[config.mk]
export PLATFORM = sky130hd
export DESIGN_NAME = mdu_ctrl
export DESIGN_NICKNAME = d
export VERILOG_FILES = /design/src/rtl/mdu_pkg.sv /design/src/rtl/mul_array.sv /design/src/rtl/mdu_ctrl.sv
export SDC_FILE = /design/constraint.sdc
export NUM_CORES = 2
export LEC_CHECK = 0
export BUFFER_PORTS_ARGS = -buffer_cell sky130_fd_sc_hd__buf_2
export CAP_MARGIN = 20
export CORE_ASPECT_RATIO = 0.8
export CORE_MARGIN = 1.5
export CORE_UTILIZATION = 45
export CTS_CLUSTER_DIAMETER = 200
export CTS_CLUSTER_SIZE = 25
export DETAILED_ROUTE_END_ITERATION = 16
export GPL_TIMING_DRIVEN = 0
export PLACE_DENSITY = 0.56
export SYNTH_ARGS = -nofsm -noshare
export SYNTH_HDL_FRONTEND = slang
export SYNTH_SLANG_ARGS = --single-unit
[constraint.sdc]
create_clock -name clk -period 92.5 [get_ports clk]
set_input_delay 4.625 -clock clk [delete_from_list [all_inputs] [get_ports clk]]
set_output_delay 4.625 -clock clk [all_outputs]
set_load 0.02 [all_outputs]
[src/rtl/mdu_pkg.sv]
// mdu_pkg: shared definitions for the multiply/HI-LO controller.
//   - request opcode encodings
//   - controller state encoding
//   - default multiplier core latency
//   - helper for the MULTU high-word correction term
package mdu_pkg;

  localparam int unsigned MUL_LAT_DEF = 2;

  typedef enum logic [1:0] {
    OP_MULT  = 2'b00,
    OP_MULTU = 2'b01,
    OP_MTHI  = 2'b10,
    OP_MTLO  = 2'b11
  } op_e;

  typedef enum logic [1:0] {
    IDLE = 2'b00,
    M1   = 2'b01,
    M2   = 2'b10,
    WB   = 2'b11
  } state_e;

  // Turns a signed 32x32 product into the unsigned one: each operand whose MSB is set
  // was read as (x - 2^32), so add the other operand back into the upper word.
  function automatic logic [31:0] umul_hi_corr(input logic [31:0] a, input logic [31:0] b);
    logic [31:0] corr;
    corr = (a[31] ? b : 32'd0) + (b[31] ? a : 32'd0);
    return corr;
  endfunction

endpackage

[src/rtl/mul_array.sv]
// mul_array: two-stage registered signed 32x32 -> 64 multiplier (Baugh-Wooley).
// Ports:
//   clk, reset : clock and asynchronous active-high reset
//   i_a, i_b   : signed operands, sampled every cycle
//   o_p        : signed product, valid two edges after the operands were presented
module mul_array (
  input  logic        clk,
  input  logic        reset,
  input  logic [31:0] i_a,
  input  logic [31:0] i_b,
  output logic [63:0] o_p
);

  // Baugh-Wooley constant: 2^32 + 2^63 (the -2^63 term folds to +2^63 modulo 2^64).
  localparam logic [63:0] BwConst = 64'h8000_0001_0000_0000;

  logic [31:0] w_row [32];
  logic [31:0] r_row [32];
  logic [63:0] w_sum;
  logic [63:0] r_p;

  // Row i, bit j is a_i & b_j, inverted when exactly one of i, j is the sign position.
  always_comb begin
    for (int i = 0; i < 32; i++) begin
      w_row[i] = (i_b & {32{i_a[i]}}) ^ ((i == 31) ? 32'h7FFF_FFFF : 32'h8000_0000);
    end
  end

  always_ff @(posedge clk or posedge reset) begin
    if (reset) begin
      for (int i = 0; i < 32; i++) begin
        r_row[i] <= '0;
      end
    end else begin
      for (int i = 0; i < 32; i++) begin
        r_row[i] <= w_row[i];
      end
    end
  end

  always_comb begin
    w_sum = BwConst;
    for (int i = 0; i < 32; i++) begin
      w_sum = w_sum + ({32'd0, r_row[i]} << i);
    end
  end

  always_ff @(posedge clk or posedge reset) begin
    if (reset) begin
      r_p <= '0;
    end else begin
      r_p <= w_sum;
    end
  end

  assign o_p = r_p;

endmodule

[src/rtl/mdu_ctrl.sv]
// mdu_ctrl: multiply / HI-LO controller for the execute stage.
// Ports:
//   clk, reset      : clock and asynchronous active-high reset
//   start, op       : one-cycle request; op = MULT / MULTU / MTHI / MTLO
//   rs_val, rt_val  : operands (rs_val is also the MTHI/MTLO data)
//   flush           : abort an in-flight multiply, HI/LO untouched
//   busy            : multiply in flight, pipeline must stall HI/LO users
//   done            : one-cycle pulse after a multiply wrote HI/LO
//   hi, lo          : architectural HI/LO registers
module mdu_ctrl
  import mdu_pkg::*;
#(
  parameter int unsigned MUL_LAT = MUL_LAT_DEF
) (
  input  logic        clk,
  input  logic        reset,
  input  logic        start,
  input  logic [1:0]  op,
  input  logic [31:0] rs_val,
  input  logic [31:0] rt_val,
  input  logic        flush,
  output logic        busy,
  output logic        done,
  output logic [31:0] hi,
  output logic [31:0] lo
);

  state_e              r_state;
  state_e              w_state_nxt;
  logic [31:0]         r_a;
  logic [31:0]         r_b;
  logic                r_uns;
  logic [31:0]         r_hi;
  logic [31:0]         r_lo;
  logic                r_done;
  // Tracks operand sets travelling through the core; the MSB marks a product at the output.
  logic [MUL_LAT-1:0]  r_vld;
  logic [63:0]         w_prod;
  logic [31:0]         w_hi_fix;
  logic                w_idle;
  logic                w_accept_mul;
  logic                w_accept_mt;
  logic                w_commit;

  assign w_idle       = (r_state == IDLE);
  assign w_accept_mul = w_idle & start & ~flush & ~op[1];
  assign w_accept_mt  = w_idle & start & ~flush & op[1];
  assign w_commit     = (r_state == WB) & ~flush & r_vld[MUL_LAT-1];

  // State register
  always_ff @(posedge clk or posedge reset) begin
    if (reset) begin
      r_state <= IDLE;
    end else begin
      r_state <= w_state_nxt;
    end
  end

  // Next-state logic
  always_comb begin
    w_state_nxt = r_state;
    unique case (r_state)
      IDLE:    w_state_nxt = w_accept_mul ? M1 : IDLE;
      M1:      w_state_nxt = flush ? IDLE : M2;
      M2:      w_state_nxt = flush ? IDLE : WB;
      WB:      w_state_nxt = IDLE;
      default: w_state_nxt = IDLE;
    endcase
  end

  // Outputs
  always_comb begin
    busy = (r_state != IDLE);
    done = r_done;
    hi   = r_hi;
    lo   = r_lo;
  end

  // Operand registers hold the core inputs steady for the whole multiply.
  always_ff @(posedge clk or posedge reset) begin
    if (reset) begin
      r_a   <= '0;
      r_b   <= '0;
      r_uns <= 1'b0;
    end else if (w_accept_mul) begin
      r_a   <= rs_val;
      r_b   <= rt_val;
      r_uns <= (op == OP_MULTU);
    end
  end

  always_ff @(posedge clk or posedge reset) begin
    if (reset) begin
      r_vld <= '0;
    end else if (flush) begin
      r_vld <= '0;
    end else begin
      r_vld    <= r_vld << 1;
      r_vld[0] <= (r_state == M1);
    end
  end

  mul_array u_mul_array (
    .clk   (clk),
    .reset (reset),
    .i_a   (r_a),
    .i_b   (r_b),
    .o_p   (w_prod)
  );

  assign w_hi_fix = w_prod[63:32] + (r_uns ? umul_hi_corr(r_a, r_b) : 32'd0);

  always_ff @(posedge clk or posedge reset) begin
    if (reset) begin
      r_hi <= '0;
      r_lo <= '0;
    end else if (w_commit) begin
      r_hi <= w_hi_fix;
      r_lo <= w_prod[31:0];
    end else if (w_accept_mt) begin
      if (op == OP_MTHI) begin
        r_hi <= rs_val;
      end else begin
        r_lo <= rs_val;
      end
    end
  end

  always_ff @(posedge clk or posedge reset) begin
    if (reset) begin
      r_done <= 1'b0;
    end else begin
      r_done <= w_commit;
    end
  end

endmodule

==> qor.yml <==
crit_type: "flip-flop to flip-flop"
drtAntennaViolNets: 0
worstMarginPinSlew_ns: 1.117
finalSetupViolations: 0
hold_violations: 0
end_kind: "flip-flop"
synth.distinct_cells: 85
critPathSlowestCell: "o21ai_0"
synth_flop_cell: "dfrtp_1"
ctsHoldBuffers: 0
arrival_ns: 8.56
syn-instance-count: 5911
routedWlPerCell_um: 23.88
synthToLayoutAreaGrowth_pct: 7.122
timing.final.crit_share_pct: 8.600
maxCapViolations: 0
synth_edf_count: 0
firstDrtPassIters: 6
clk_pin_slew_ns: 0.11
hpwlAfterDp_um: 152900
fin_crit_ns: 7.955
grt_pass1_wl_um: 295800
ys_ff_latch: 1222
critPathLaunchType: "flip-flop"
cp_top_family: "adder cells"
cts_tree: "yes"
grt_max_degree: 129
ys_seq_area_share_pct: 42.99
gp_congestion: 0.8919
gr-usage-all-layers_pct: 25.60
wl_um: 196700
numCtsBuffers: 54
clock_skew_ns: 0.06296
cp_slowest_stage_delay_ns: 0.71
post_cts_buffers: 0
finalSetupTns_ns: 0
h-tree-depth: 2
antenna_found_initial: 30
rsz0062_at_grt: "false"
cp_data_required_time_ns: 93.10
worst_path_most_repeated_cell: "fa_1"
timing.critical_path.fanout_max: 7
via_per_inst: 4.886
finalNetCount: 7407
port_buffers: 135
vias: 40240
fp.dieW_um: 447.5
clk_latency_ns: 0.76
synth_area_um2: 71130
num_rows: 130
ys.warnings.count: 0
synth_fp_nets: 7204
slew_headroom_pct: 25.52
max_freq_ghz: 0.1257
drv_slew: 0
die-area_um2: 160500
drive_above_1_share_pct: 5.298
grt_overflow_total: 0
initial_core_util_pct: 45.32
path_buf_inv: 5
status: "finished clean"
grt_pass1_vias: 43680
core_um2: 157000
pin_count: 136
post_cts_resized: 0
cts_buffer_depth: 3
root_buffer: "clkbuf_16"
hold_path_class: "flip-flop to flip-flop"
synthArstFlopShare_pct: 100.0
die_y_um: 358.6
worstPathCellList: "inv_1 > fa_1 > fa_1 > inv_1 > fa_1 > inv_1 > fa_1 > inv_1 > fa_1 > fa_1 > fa_1 > fa_1 > ha_1 > clkbuf_1 > a21oi_1 > o21bai_1 > a21o_1 > a21oi_1 > o21ai_0 > nor2_4 > o21ai_2 > a31o_4 > a21oi_2 > o311ai_1"
drc: 0
drt-initial-drc-count: 2918
syn_avg_cell_area_um2: 12.03
clock-sinks: 1222
-- worst register-to-register path: cells and delay by family, from the launching register on --
| kind | cells | cell delay [ns] |
|---|---|---|
| buffers and inverters | 5 | 0.55 |
| flip-flops | 1 | 0.34 |
| AO/OA/AOI/OAI | 9 | 2.28 |
| AND/OR/NAND/NOR | 1 | 0.12 |
| adder cells (fa/ha/maj) | 9 | 4.53 |
-- synthesized netlist by cell type, types with 7 or more instances --
master    instances  area share [%]
ha_1            319             5.6
dfrtp_1        1222              43
o21bai_1         11            0.12
nand3_1          28            0.20
mux2_2           74             1.2
nor3_1           12           0.084
nor2b_1          15            0.13
a31oi_1          13            0.11
fa_1            904              25
inv_1          1236             6.5
o21ai_0         111            0.78
o21ai_1           7           0.049
or3_1             9           0.079
nor2_1           53            0.28
buf_1            10           0.053
nand4_1          13            0.11
clkbuf_1        224             1.2
a211oi_1         11            0.12
a21oi_1          91            0.64
and2_1          987             8.7
nand2_1         177            0.93
mux2i_1          56            0.79
xnor2_1          66            0.81
xor2_1           36            0.44
o21a_1           18            0.19
and3_1           16            0.14
a21o_1           71            0.75
-- area by class of cell --
class	instances	area [µm²]
flip-flops and latches	1222	30580
clock buffers	54	1351
multi-input cells	3213	35010
plain buffers	240	908.4
well taps	2112	2643
fillers	14250	80760
repair buffers	147	1006
clock inverters	4	38.79
diodes	8	20.02
inverters	1236	4647
-- cells in the final DEF (no fill, tap or decap), types with 53 or more instances in the layout --
master	count
fa_1	904
dfrtp_1	1222
clkbuf_16	54
buf_2	140
a21o_1	71
and2_1	987
o21ai_0	111
ha_1	319
xnor2_1	66
mux2_2	74
inv_1	1235
nand2_1	177
a21oi_1	91
nor2_1	53
clkbuf_1	224
mux2i_1	56
-- logic make-up (layout without fill, tap and decap cells) --
kind of cell / after synthesis / count (layout) / synth area share (%)
flops: 1222 / 1222 / 42.99
xor+xnor: 102 / 102 / 1.256
other cells: 0 / 8 / 0
fa+ha+maj: 1223 / 1223 / 31.05
simple gates: 1348 / 1348 / 11.07
mux: 130 / 130 / 1.959
compound gates: 410 / 410 / 3.877
buf+inv: 1476 / 1681 / 7.799
-- metal layers --
layer	vias to the layer above	share of wire [%]	routed length (µm)	GRT usage, %
met5	-	0.021	41	0
met4	6	2.8	5543	6.653
met3	206	4.9	9637	3.816
met2	753	47	92990	41.34
met1	21350	45	88480	36.40
li1	17930	-	-	-
-- metrics by stage --
stage	utilization (%)	area [µm²]	hold WS, ns	setup WS [ns]	std cells
4_1_cts	48.53	76180	0.3640	84.70	8228
2_1_floorplan	-	71130	0.3312	53.44	5911
5_1_grt	48.54	76190	0.3865	84.44	8230
3_5_place_dp	47.65	74790	0.3411	84.73	8170
6_report	48.55	76200	0.3679	84.55	8236
3_3_place_gp	47.43	74450	0.3406	40.18	8158
-- final timing paths --
kind | start | end | slack (ns) | cells after the start
setup / recovery | u_mul_array.r_row[661]$_DFF_PP0_ | u_mul_array.o_p[61]$_DFF_PP0_ | 84.55 | 24
hold / removal | u_mul_array.r_row[992]$_DFF_PP0_ | u_mul_array.o_p[0]$_DFF_PP0_ | 0.37 | 0
setup reg to reg | u_mul_array.r_row[661]$_DFF_PP0_ | u_mul_array.o_p[61]$_DFF_PP0_ | 84.55 | 24
hold reg to reg | u_mul_array.r_row[992]$_DFF_PP0_ | u_mul_array.o_p[0]$_DFF_PP0_ | 0.37 | 0
max in group asynchronous | reset | u_mul_array.r_row[653]$_DFF_PP0_ | 86.38 | 5
min in group asynchronous | reset | lo[8]$_DFFE_PP0P_ | 3.91 | 2
-- flip-flops by register name (all words and copies together) (netlist names) --
register / cells
r_state: 2
lo: 32
u_mul_array.r_row: 1024
r_uns: 1
u_mul_array.o_p: 64
r_vld: 2
done: 1
r_a: 32
hi: 32
r_b: 32
Power is not shown: default switching activity piles up to over one toggle a cycle in this logic, so the estimate is an artifact.
